File: src/rtl/apb_bridge_n.sv
// Host-request to APB bridge with NSLV slaves decoded from the top address bits.
// Optional ACCESS-phase timeout is enabled by defining APB_TIMEOUT_EN.
module apb_bridge_n #(
  parameter int AW          = 8,
  parameter int DW          = 32,
  parameter int NSLV        = 4,
  parameter int TIMEOUT_CYC = 16
) (
  input  logic               clk,
  input  logic               rst,
  input  logic               req_valid,
  output logic               req_ready,
  input  logic [AW-1:0]      req_addr,
  input  logic               req_write,
  input  logic [DW-1:0]      req_wdata,
  output logic               rsp_valid,
  output logic [DW-1:0]      rsp_rdata,
  output logic               rsp_err,
  output logic [NSLV-1:0]    psel,
  output logic               penable,
  output logic               pwrite,
  output logic [AW-1:0]      paddr,
  output logic [DW-1:0]      pwdata,
  input  logic [NSLV*DW-1:0] prdata,
  input  logic [NSLV-1:0]    pready,
  input  logic [NSLV-1:0]    pslverr
);

  localparam int SW = $clog2(NSLV);

  typedef enum logic [1:0] {IDLE, SETUP, ACCESS} state_e;

  state_e          state_q, state_d;
  logic [AW-1:0]   paddr_q;
  logic            pwrite_q;
  logic [DW-1:0]   pwdata_q;
  logic            rsp_valid_q, rsp_valid_d;
  logic [DW-1:0]   rsp_rdata_q, rsp_rdata_d;
  logic            rsp_err_q, rsp_err_d;
  logic            load_req;

  logic [SW-1:0]   idx;
  logic [NSLV-1:0] sel_onehot;
  logic            sel_ready;
  logic            sel_err;
  logic [DW-1:0]   sel_rdata;
  logic            timeout_hit;

  // Only the addressed slave's handshake and data are ever looked at.
  assign idx        = paddr_q[AW-1 -: SW];
  assign sel_onehot = NSLV'(1) << idx;
  assign sel_ready  = pready[idx];
  assign sel_err    = pslverr[idx];
  assign sel_rdata  = prdata[idx*DW +: DW];

`ifdef APB_TIMEOUT_EN
  localparam int TW = $clog2(TIMEOUT_CYC + 1);
  logic [TW-1:0] cnt_q, cnt_d;

  always_comb begin
    cnt_d = cnt_q;
    if (state_q == SETUP) begin
      cnt_d = '0;
    end else if (state_q == ACCESS && cnt_q != TW'(TIMEOUT_CYC)) begin
      cnt_d = cnt_q + TW'(1);
    end
  end

  always_ff @(posedge clk or posedge rst) begin
    if (rst) begin
      cnt_q <= '0;
    end else begin
      cnt_q <= cnt_d;
    end
  end

  // cnt_q counts completed ACCESS cycles, so this flags the TIMEOUT_CYC-th one.
  assign timeout_hit = (state_q == ACCESS) && (cnt_q == TW'(TIMEOUT_CYC - 1));
`else
  assign timeout_hit = 1'b0;
`endif

  always_comb begin
    state_d     = state_q;
    load_req    = 1'b0;
    rsp_valid_d = 1'b0;
    rsp_rdata_d = rsp_rdata_q;
    rsp_err_d   = rsp_err_q;
    case (state_q)
      IDLE: begin
        if (req_valid) begin
          load_req = 1'b1;
          state_d  = SETUP;
        end
      end
      SETUP: begin
        state_d = ACCESS;
      end
      ACCESS: begin
        // A ready slave wins over a timeout landing on the same cycle.
        if (sel_ready) begin
          state_d     = IDLE;
          rsp_valid_d = 1'b1;
          rsp_err_d   = sel_err;
          rsp_rdata_d = pwrite_q ? '0 : sel_rdata;
        end else if (timeout_hit) begin
          state_d     = IDLE;
          rsp_valid_d = 1'b1;
          rsp_err_d   = 1'b1;
          rsp_rdata_d = '0;
        end
      end
      default: begin
        state_d = IDLE;
      end
    endcase
  end

  always_ff @(posedge clk or posedge rst) begin
    if (rst) begin
      state_q     <= IDLE;
      paddr_q     <= '0;
      pwrite_q    <= 1'b0;
      pwdata_q    <= '0;
      rsp_valid_q <= 1'b0;
      rsp_rdata_q <= '0;
      rsp_err_q   <= 1'b0;
    end else begin
      state_q     <= state_d;
      rsp_valid_q <= rsp_valid_d;
      rsp_rdata_q <= rsp_rdata_d;
      rsp_err_q   <= rsp_err_d;
      if (load_req) begin
        paddr_q  <= req_addr;
        pwrite_q <= req_write;
        pwdata_q <= req_wdata;
      end
    end
  end

  // Select and enable decode straight from state so reset drops them at once.
  assign req_ready = (state_q == IDLE);
  assign psel      = (state_q == IDLE) ? '0 : sel_onehot;
  assign penable   = (state_q == ACCESS);
  assign pwrite    = pwrite_q;
  assign paddr     = paddr_q;
  assign pwdata    = pwdata_q;
  assign rsp_valid = rsp_valid_q;
  assign rsp_rdata = rsp_rdata_q;
  assign rsp_err   = rsp_err_q;

endmodule
File: config.mk
export PLATFORM = sky130hd
export DESIGN_NAME = apb_bridge_n
export DESIGN_NICKNAME = d
export VERILOG_FILES = /design/src/rtl/apb_bridge_n.sv
export SDC_FILE = /design/constraint.sdc
export NUM_CORES = 1
export LEC_CHECK = 0
export CAP_MARGIN = 40
export CORE_UTILIZATION = 40
export DETAILED_ROUTE_END_ITERATION = 10
export GPL_ROUTABILITY_DRIVEN = 0
export PLACE_DENSITY_LB_ADDON = 0.08
export SYNTH_ARGS = -nofsm -noshare
export SYNTH_HDL_FRONTEND = slang
export SYNTH_SLANG_ARGS = --single-unit
File: constraint.sdc
create_clock -name clk -period 6.1 [get_ports clk]
set_clock_uncertainty 0.1 [all_clocks]
set_input_delay 0.915 -clock clk [delete_from_list [all_inputs] [get_ports clk]]
set_output_delay 0.915 -clock clk [all_outputs]
set_load 0.02 [all_outputs]
==> flow_summary.json <==
{
  "power_density_nw_per_um2": 464,
  "yosys.area_share.xor_xnor_pct": 0,
  "regToRegSetupSlack_ps": 3760,
  "antennaDiodeCount": 0,
  "core_area_um2": 9770,
  "multiInputGateArea_um2": 1950,
  "end_kind": "output pin",
  "num_clock_sinks": 77,
  "route.detailed.drc": 0,
  "synthAdderAreaFrac_pct": 0,
  "yosysUniqueCellTypes": 25,
  "die_area_um2": 10500,
  "nets": 723,
  "port_buffers": 260,
  "worst_ep_required_time_ps": 5080,
  "start_kind": "flip-flop",
  "synth_warn": 0,
  "min_period_ps": 2930,
  "max_slew_margin_pct": 44.7,
  "overflow": 0,
  "vdd_drop_max_uv": 279,
  "grt_pass1_wl_mm": 18.3,
  "ys_seq_elements": 77,
  "leakage_power_of_the_design_nw": 2.95,
  "cts_tree": "done",
  "synth-edff-count": 0,
  "first_pass_iters": 5,
  "hold_start": "pwdata[19]$_DFFE_PP0P_",
  "hold_path_class": "reg2reg",
  "synth_compound_gate_area_share_pct": 5.67,
  "rsz0062_at_grt": "no",
  "drive_above_1_share_pct": 18.8,
  "totalNegativeSetupSlack_ps": 0,
  "number_of_global_route_vias_before_repair": 3563,
  "post_synth_arst_share_pct": 100,
  "route.detailed.wl_per_inst_um": 17.9,
  "arrival_ps": 1910,
  "clk_path_buf_depth": 2,
  "simple_gate_share_of_the_synthesized_area_pct": 2.02,
  "std_cell_rows": 36,
  "num_io_pins": 261,
  "tcrit_tclk_final_pct": 48.0,
  "area_contributors_post_synth": "sky130_fd_sc_hd__dfrtp_1, sky130_fd_sc_hd__mux2i_1, sky130_fd_sc_hd__mux2_2",
  "tritoncts.num_buffers": 9,
  "totalWireLength_mm": 12.2,
  "hold_slack_ps": 412,
  "cell_taking_the_most_area_after_synthesis": "sky130_fd_sc_hd__dfrtp_1",
  "sequential_cell_area_um2": 1930,
  "syn_to_final_growth_pct": 72.2,
  "grt_start_max_net_pins": 67,
  "post_synth.cell_area_avg_um2": 13.9,
  "grt_antenna_before_repair": 0,
  "die_width_um": 102,
  "clk-insertion-delay-late_ps": 350,
  "finalMaxSlewViolations": 0,
  "cts.clk_slew.worst_paths_ps": 90,
  "crit_path_start": "paddr[6]$_DFFE_PP0P_",
  "setup_viol_count_final": 0,
  "routed_via_density": 4.92,
  "dpl_worst_slack_ps": 3220,
  "critical_path.reg2reg.startpoint": "paddr[6]$_DFFE_PP0P_",
  "cts_resized": 0,
  "share_of_the_synthesized_area_in_the_top_cell_type_pct": 47.9,
  "place.detailed.hpwl_mm": 9.18,
  "run_status": "complete, no violations",
  "postCtsSetupBuffers": 0,
  "synth.top_cells.by_count": "sky130_fd_sc_hd__dfrtp_1, sky130_fd_sc_hd__mux2i_1, sky130_fd_sc_hd__mux2_2, sky130_fd_sc_hd__o22ai_1, sky130_fd_sc_hd__mux2_4",
  "crit_fanout": 12,
  "yosysSeqAreaShare_pct": 47.9,
  "f_max_ghz": 0.342,
  "post_synth_mux_area_share_pct": 40.7,
  "holdBufCountCts": 0,
  "clock-root-buffer": "sky130_fd_sc_hd__clkbuf_8",
  "max_cap_viol_count": 0,
  "synth_fp_nets": 470,
  "transition_time_at_the_pin_with_the_least_slew_margin_ps": 830,
  "cts.htree.levels": 3,
  "die-height_um": 102,
  "post_synth_instance_area_um2": 4020,
  "postSynthCellCount": 290,
  "fin_ws_ps": 3170,
  "dominant_combinational_cell_family_by_area_after_synthesis": "multiplexers",
  "fillCellCount": 736,
  "yosysMostFrequentCell": "sky130_fd_sc_hd__dfrtp_1",
  "postRouteAntennaNets": 0,
  "track_usage_pct": 23.1,
  "ys_dominant_reg_cell": "sky130_fd_sc_hd__dfrtp_1",
  "critical_path_class": "reg2out",
  "dr_total_vias": 3351,
  "floorplan.initialDensity_pct": 41.1,
  "report.final.hold_viol_count": 0,
  "initialDrtViolationCount": 49
}
placed cells by master, fill, tap and decap left out, types with 2 or more instances in the layout:
cell type	count
sky130_fd_sc_hd__clkdlybuf4s50_1	260
sky130_fd_sc_hd__inv_6	5
sky130_fd_sc_hd__buf_16	2
sky130_fd_sc_hd__mux2_4	29
sky130_fd_sc_hd__buf_4	4
sky130_fd_sc_hd__mux2_2	46
sky130_fd_sc_hd__clkinv_4	2
sky130_fd_sc_hd__dfrtp_1	76
sky130_fd_sc_hd__mux2i_1	66
sky130_fd_sc_hd__nor3b_1	2
sky130_fd_sc_hd__clkbuf_8	9
sky130_fd_sc_hd__o22ai_1	32
through the flow:
stage               cells  power, mW  util (%)  area, um2
floorplan             290       2.05         -       4020
global placement      663       2.80      68.4       6680
finish                681       3.21      70.8       6920
detailed placement    665       2.86      68.9       6740
CTS                   681       3.24      70.8       6920
global route          681       3.38      70.8       6920
critical path: stages (launching register included):
cell                              delay (ps)
sky130_fd_sc_hd__dfrtp_1                 700
sky130_fd_sc_hd__nor3b_1                 240
sky130_fd_sc_hd__clkdlybuf4s50_1         630
where the power goes:
group          total, mW  switching [mW]  internal (mW)
clock              0.366           0.210          0.156
sequential         0.899           0.150          0.749
combinational       1.95           0.894           1.05
final cells by class:
type                            count  share of cell area [%]
Tap cell                          133                    2.40
Timing Repair Buffer              266                    38.8
Clock buffer                        9                    1.79
Inverter                            1                  0.0723
Sequential cell                    77                    27.9
Clock inverter                      7                   0.886
Multi-Input combinational cell    188                    28.1
per-layer routing:
metal / wire length [um] / share of wire [%] / track usage [%]
met1: 4720 / 39 / 26.8
met2: 6090 / 50 / 40.5
met3: 1100 / 9.0 / 6.57
met4: 262 / 2.2 / 8.68
met5: 0 / 0 / 0
state kept, by name, summed over array words and instances (netlist names):
name       count
rsp_valid      1
paddr          8
rsp_rdata     32
pwrite         1
rsp_err        1
state_q        2
pwdata        32
final timing paths:
kind,to,cells after the start
setup / recovery,psel[1],2
hold / removal,pwdata[19]$_DFFE_PP0P_,1
setup reg to reg,rsp_rdata[12]$_DFFE_PP0P_,4
hold reg to reg,pwdata[19]$_DFFE_PP0P_,1
max in group asynchronous,paddr[7]$_DFFE_PP0P_,3
min in group asynchronous,pwdata[20]$_DFFE_PP0P_,2
kinds of logic after synthesis:
group           count (synthesis)
compound gates                 34
buf+inv                        25
flops                          77
mux                           142
simple gates                   12
No activity file was read; power rests on OpenSTA's default activity.
==> variant 1: new RTL, same flow settings <==
The parameter `AW` goes from 8 to 7.
--- a/src/rtl/apb_bridge_n.sv
+++ b/src/rtl/apb_bridge_n.sv
@@ -2,5 +2,5 @@
 // Optional ACCESS-phase timeout is enabled by defining APB_TIMEOUT_EN.
 module apb_bridge_n #(
-  parameter int AW          = 8,
+  parameter int AW          = 7,
   parameter int DW          = 32,
   parameter int NSLV        = 4,
Ports: changed (resized paddr and req_addr); port bits go from 261 to 259. The function was not compared with the original's and may differ.
==> variant 1 against the unedited design <==
  * Power shrank 2.3%
  * Synthesized cell count shrank 0.69%
  * Final area shrank 0.89%
  * Register-to-register slack lost 0.03 ns
  * Worst setup slack lost 0.087 ns
  * Sequential cell count shrank 1
  * Area after synthesis shrank 0.90%
  * Critical path type unchanged
  * Routed wire length shrank 2.5%
==> variant 1: results (changes against the unedited design) <==
The total global routing track utilization is 22.7% (-0.36 points). The count of fill cells added during filler insertion was 747 (+1.5%). The worst-path cell with the longest stage delay was dfrtp_4.

The via count of the first global-routing pass came out at 3431 (-3.7%). The worst supply voltage drop on vdd was 282 uV (+0.78%). The synthesized area divided by synthesized cell count is 13.8 um2 (-0.21%), and the met1 wire length is 4530 um (-4.1%). The net count after synthesis came out at 467 (-0.64%). The instance count after placement with tap cells included is 661 (-0.60%).

Ranked by total cell area, the synthesized netlist is headed by dfrtp_1 48%, mux2i_1 17%, mux2_2 13%. The worst-case register-to-register setup slack is 3.73 ns (-0.03 ns). The launch instance of the worst min-delay path is paddr[3].

The power in the clock group came out at 0.000351 W (-4%). The run gives 47.8% (-0.19 points) as the part of the Yosys area used for sequential elements. The switching share of power is 38.1% (-0.95 points), and the transition at the pin with the smallest max-transition slack is 0.748 ns (-0.0821 ns).

The delay of the slowest critical-path stage is 0.77 ns (+0.07 ns), and the number of vias per cell is 4.97 (+1.0%). The count of buffers from port buffering came out at 258 (-0.77%). After synthesis, the most frequently instantiated cells are 76 x dfrtp_1, 66 x mux2i_1, 45 x mux2_2. Placed cell area: 0.00668 mm2 (-0.84%). The share of post-route cells with drive strength above 1 is 18.4% (-0.41 points).

Standby leakage power: 2.92 nW (-1.0%). The source-to-sink clock delay at the later pin of the worst-skew pair is 0.34 ns, and the final non-filler cell total is 677 (-0.59%). The wire length on met3 was 1140 um (+3.6%); the post-layout net count was 718 (-0.69%). The post-DP HPWL is 9040 um (-1.5%). The largest fanout on the critical path works out to 33 (+21). The run gives 11900 um (-2.5%) as the overall routed net length. The run gives 42 (-37%) as the maximum number of pins on one net before global-route repair. The flow ran to the end, and the final reports show no timing, DRC or antenna violations. The logs give 39.0% (-1.4 points) for the met2 demand-to-capacity share in global routing and 17600 um (-3.7%) for the wire length of the first global-routing pass.

The mux contribution to synthesized area works out to 40.8% (+0.088 points).
-- variant 1: metrics by stage --
stage	power (W)	setup slack [ns]	hold WS [ns]
5_1_grt	0.00331	2.96	0.424
4_1_cts	0.00318	3.06	0.413
2_1_floorplan	0.00203	3.15	0.479
3_5_place_dp	0.00281	3.22	0.394
3_3_place_gp	0.00275	3.25	0.388
6_report	0.00314	3.09	0.407
-- variant 1: path summary, 6_finish.rpt --
check | to | cells after the start
max in group asynchronous | paddr[6] | 4
min | paddr[3] | 1
max | psel[2] | 2
max reg2reg | rsp_rdata[23] | 4
min in group asynchronous | pwdata[23] | 3
min reg2reg | paddr[3] | 1
-- variant 1: area by class of cell --
cell class                 instances  share of cell area (%)
clock buffer                      13                    2.32
clock inverter                     3                   0.310
inverter                           1                  0.0730
multi-input combinational        187                    28.2
sequential                        76                    27.8
tap                              133                    2.43
timing repair buffer             264                    38.9
==> variant 2: new RTL, config.mk and constraints unchanged <==
Without the edit above. Re-encode `state_e` (3 states) as one-hot, 3 bits wide.
--- a/src/rtl/apb_bridge_n.sv
+++ b/src/rtl/apb_bridge_n.sv
@@ -29,5 +29,5 @@
   localparam int SW = $clog2(NSLV);
 
-  typedef enum logic [1:0] {IDLE, SETUP, ACCESS} state_e;
+  typedef enum logic [2:0] {IDLE = 3'b001, SETUP = 3'b010, ACCESS = 3'b100} state_e;
 
   state_e          state_q, state_d;
Check against the original RTL: same outputs for any inputs over 10 cycles, from zero or initial values and one cycle with rst high; not proved beyond that.
==> variant 2 against the unedited design <==
  * Critical path type unchanged
  * Synthesized cell count grew 0.34%
  * Final area grew 0.80%
  * Sequential cell count grew 1
  * Worst setup slack lost 0.57 ns
  * Worst hold slack lost 0.017 ns
  * Core utilization grew 0.24 points
  * Sequential share of layout area grew 0.16 points
  * Largest power group unchanged
  * Critical endpoint is now paddr[7]
  * Routed wire length shrank 1.9%
  * Highest routed layer unchanged
  * Area after synthesis grew 1.3%
  * Final cell count grew 0.15%
  * Power grew 0.63%
  * Non-clock buffer count shrank 1
==> variant 2: results (changes against the unedited design) <==
The post-DP HPWL was 9090 um (-0.93%); the count of unique library cells instantiated by Yosys was 26 (+4.0%). The starting DRC count in detailed routing is 65 (+33%). The transition at the pin with the smallest max-transition slack was 0.906 ns (+0.0759 ns). The run finished with clean final reports. The standby leakage power was 3.07 nW (+4.1%); the detailed-route wire length per cell was 17.5 um (-2.1%). The synthesized area divided by synthesized cell count was 14.0 um2 (+0.99%); the instance count after placement with tap cells included was 666 (+0.15%).

By count the netlist is led by 77 x dfrtp_1, 64 x mux2i_1, 41 x mux2_2. The total global routing track utilization was 21.7% (-1.4 points); the largest fanout on the critical path was 56 (+44). The maximum number of pins on one net before global-route repair is 57 (-15%). Data arrival time of the critical path: 2.48 ns (+0.57 ns).

The CTS clock-pin slew for the worst setup and hold paths is 0.08 ns, and the count of fill cells added during filler insertion is 765 (+3.9%). The worst supply voltage drop on vdd was 281 uV (+0.66%). The slowest stage of the critical path belongs to the cell buf_4.

For the worst setup slack before clock tree synthesis, the log shows 2.97 ns (-0.253 ns). The launch point of the worst path is paddr[7]. The wire length of the first global-routing pass was 17100 um (-6.7%); the placed cell area was 0.00675 mm2 (+0.26%). The logs give 471 (+0.21%) for the net count after synthesis and 724 (+0.14%) for the post-layout net count. The logs give 3371 (+0.60%) for the via count and 4 (-1) for the count of TritonRoute iterations in the first routing pass. The delay of the slowest critical-path stage is 0.76 ns (+0.06 ns). The share of post-route cells with drive strength above 1 is 18.0% (-0.76 points).
[variant 2: cell count changes in the layout (fill, tap and decap cells not counted), sizes merged, moves of 2 or more]
cell,before,now
inv,5,1
mux2i,66,64
clkinv,3,5
nor3b,2,4
nand2,0,2
bufinv,0,2
[variant 2: critical path: cells and delay by family (launching register included)]
family | cells | cell delay (ns)
buffers and inverters | 2 | 1.51
flip-flops | 1 | 0.58
[variant 2: per-stage QoR]
step           hold slack, ns  util (%)  total power, W
2_1_floorplan           0.431         -         0.00202
3_3_place_gp            0.371      68.4         0.00278
3_5_place_dp            0.378      68.8         0.00282
4_1_cts                 0.398      71.0         0.00327
5_1_grt                 0.416      71.0         0.00340
6_report                0.395      71.0         0.00323
[variant 2: worst paths after layout]
path	end	slack, ns	cells after the start
min in group asynchronous	paddr[4]	0.88	3
worst max-delay path	paddr[7]	2.60	2
worst min register to register	paddr[0]	0.39	1
max in group asynchronous	state_q[0]	4.39	4
worst min-delay path	paddr[0]	0.39	1
worst max register to register	rsp_rdata[5]	3.80	4
[variant 2: routing by layer]
| metal | part of all wire (%) | up-vias | global-route usage (%) |
|---|---|---|---|
| li1 | - | 1588 | - |
| met1 | 38 | 1617 | 23.8 |
| met2 | 50 | 152 | 38.5 |
| met3 | 11 | 14 | 7.80 |
| met4 | 1.7 | 0 | 8.34 |
| met5 | 0 | - | 0 |
[variant 2: area by class of cell]
cell class,instances,area [um2],area share (%)
clock buffers,9,124,1.78
repair buffers,265,2660,38.1
multi-input cells,188,1960,28.1
inverters,2,8.76,0.126
flip-flops and latches,78,1960,28.0
well taps,133,166,2.39
clock inverters,7,98.8,1.42
[variant 2: cells by family (layout without fill, tap and decap cells)]
family,after synthesis,after routing,share of synthesized area (%)
AO/OA/AOI/OAI,34,34,5.22
buffers and inverters,25,283,4.02
flip-flops,78,78,48.0
multiplexers,141,141,40.3
AND/OR/NAND/NOR,13,13,2.46
[variant 2: power breakdown]
group          switching, W  leakage (nW)  internal (W)
registers          0.000167         0.978      0.000766
logic              0.000854          1.98       0.00102
clock network      0.000194         0.109      0.000232
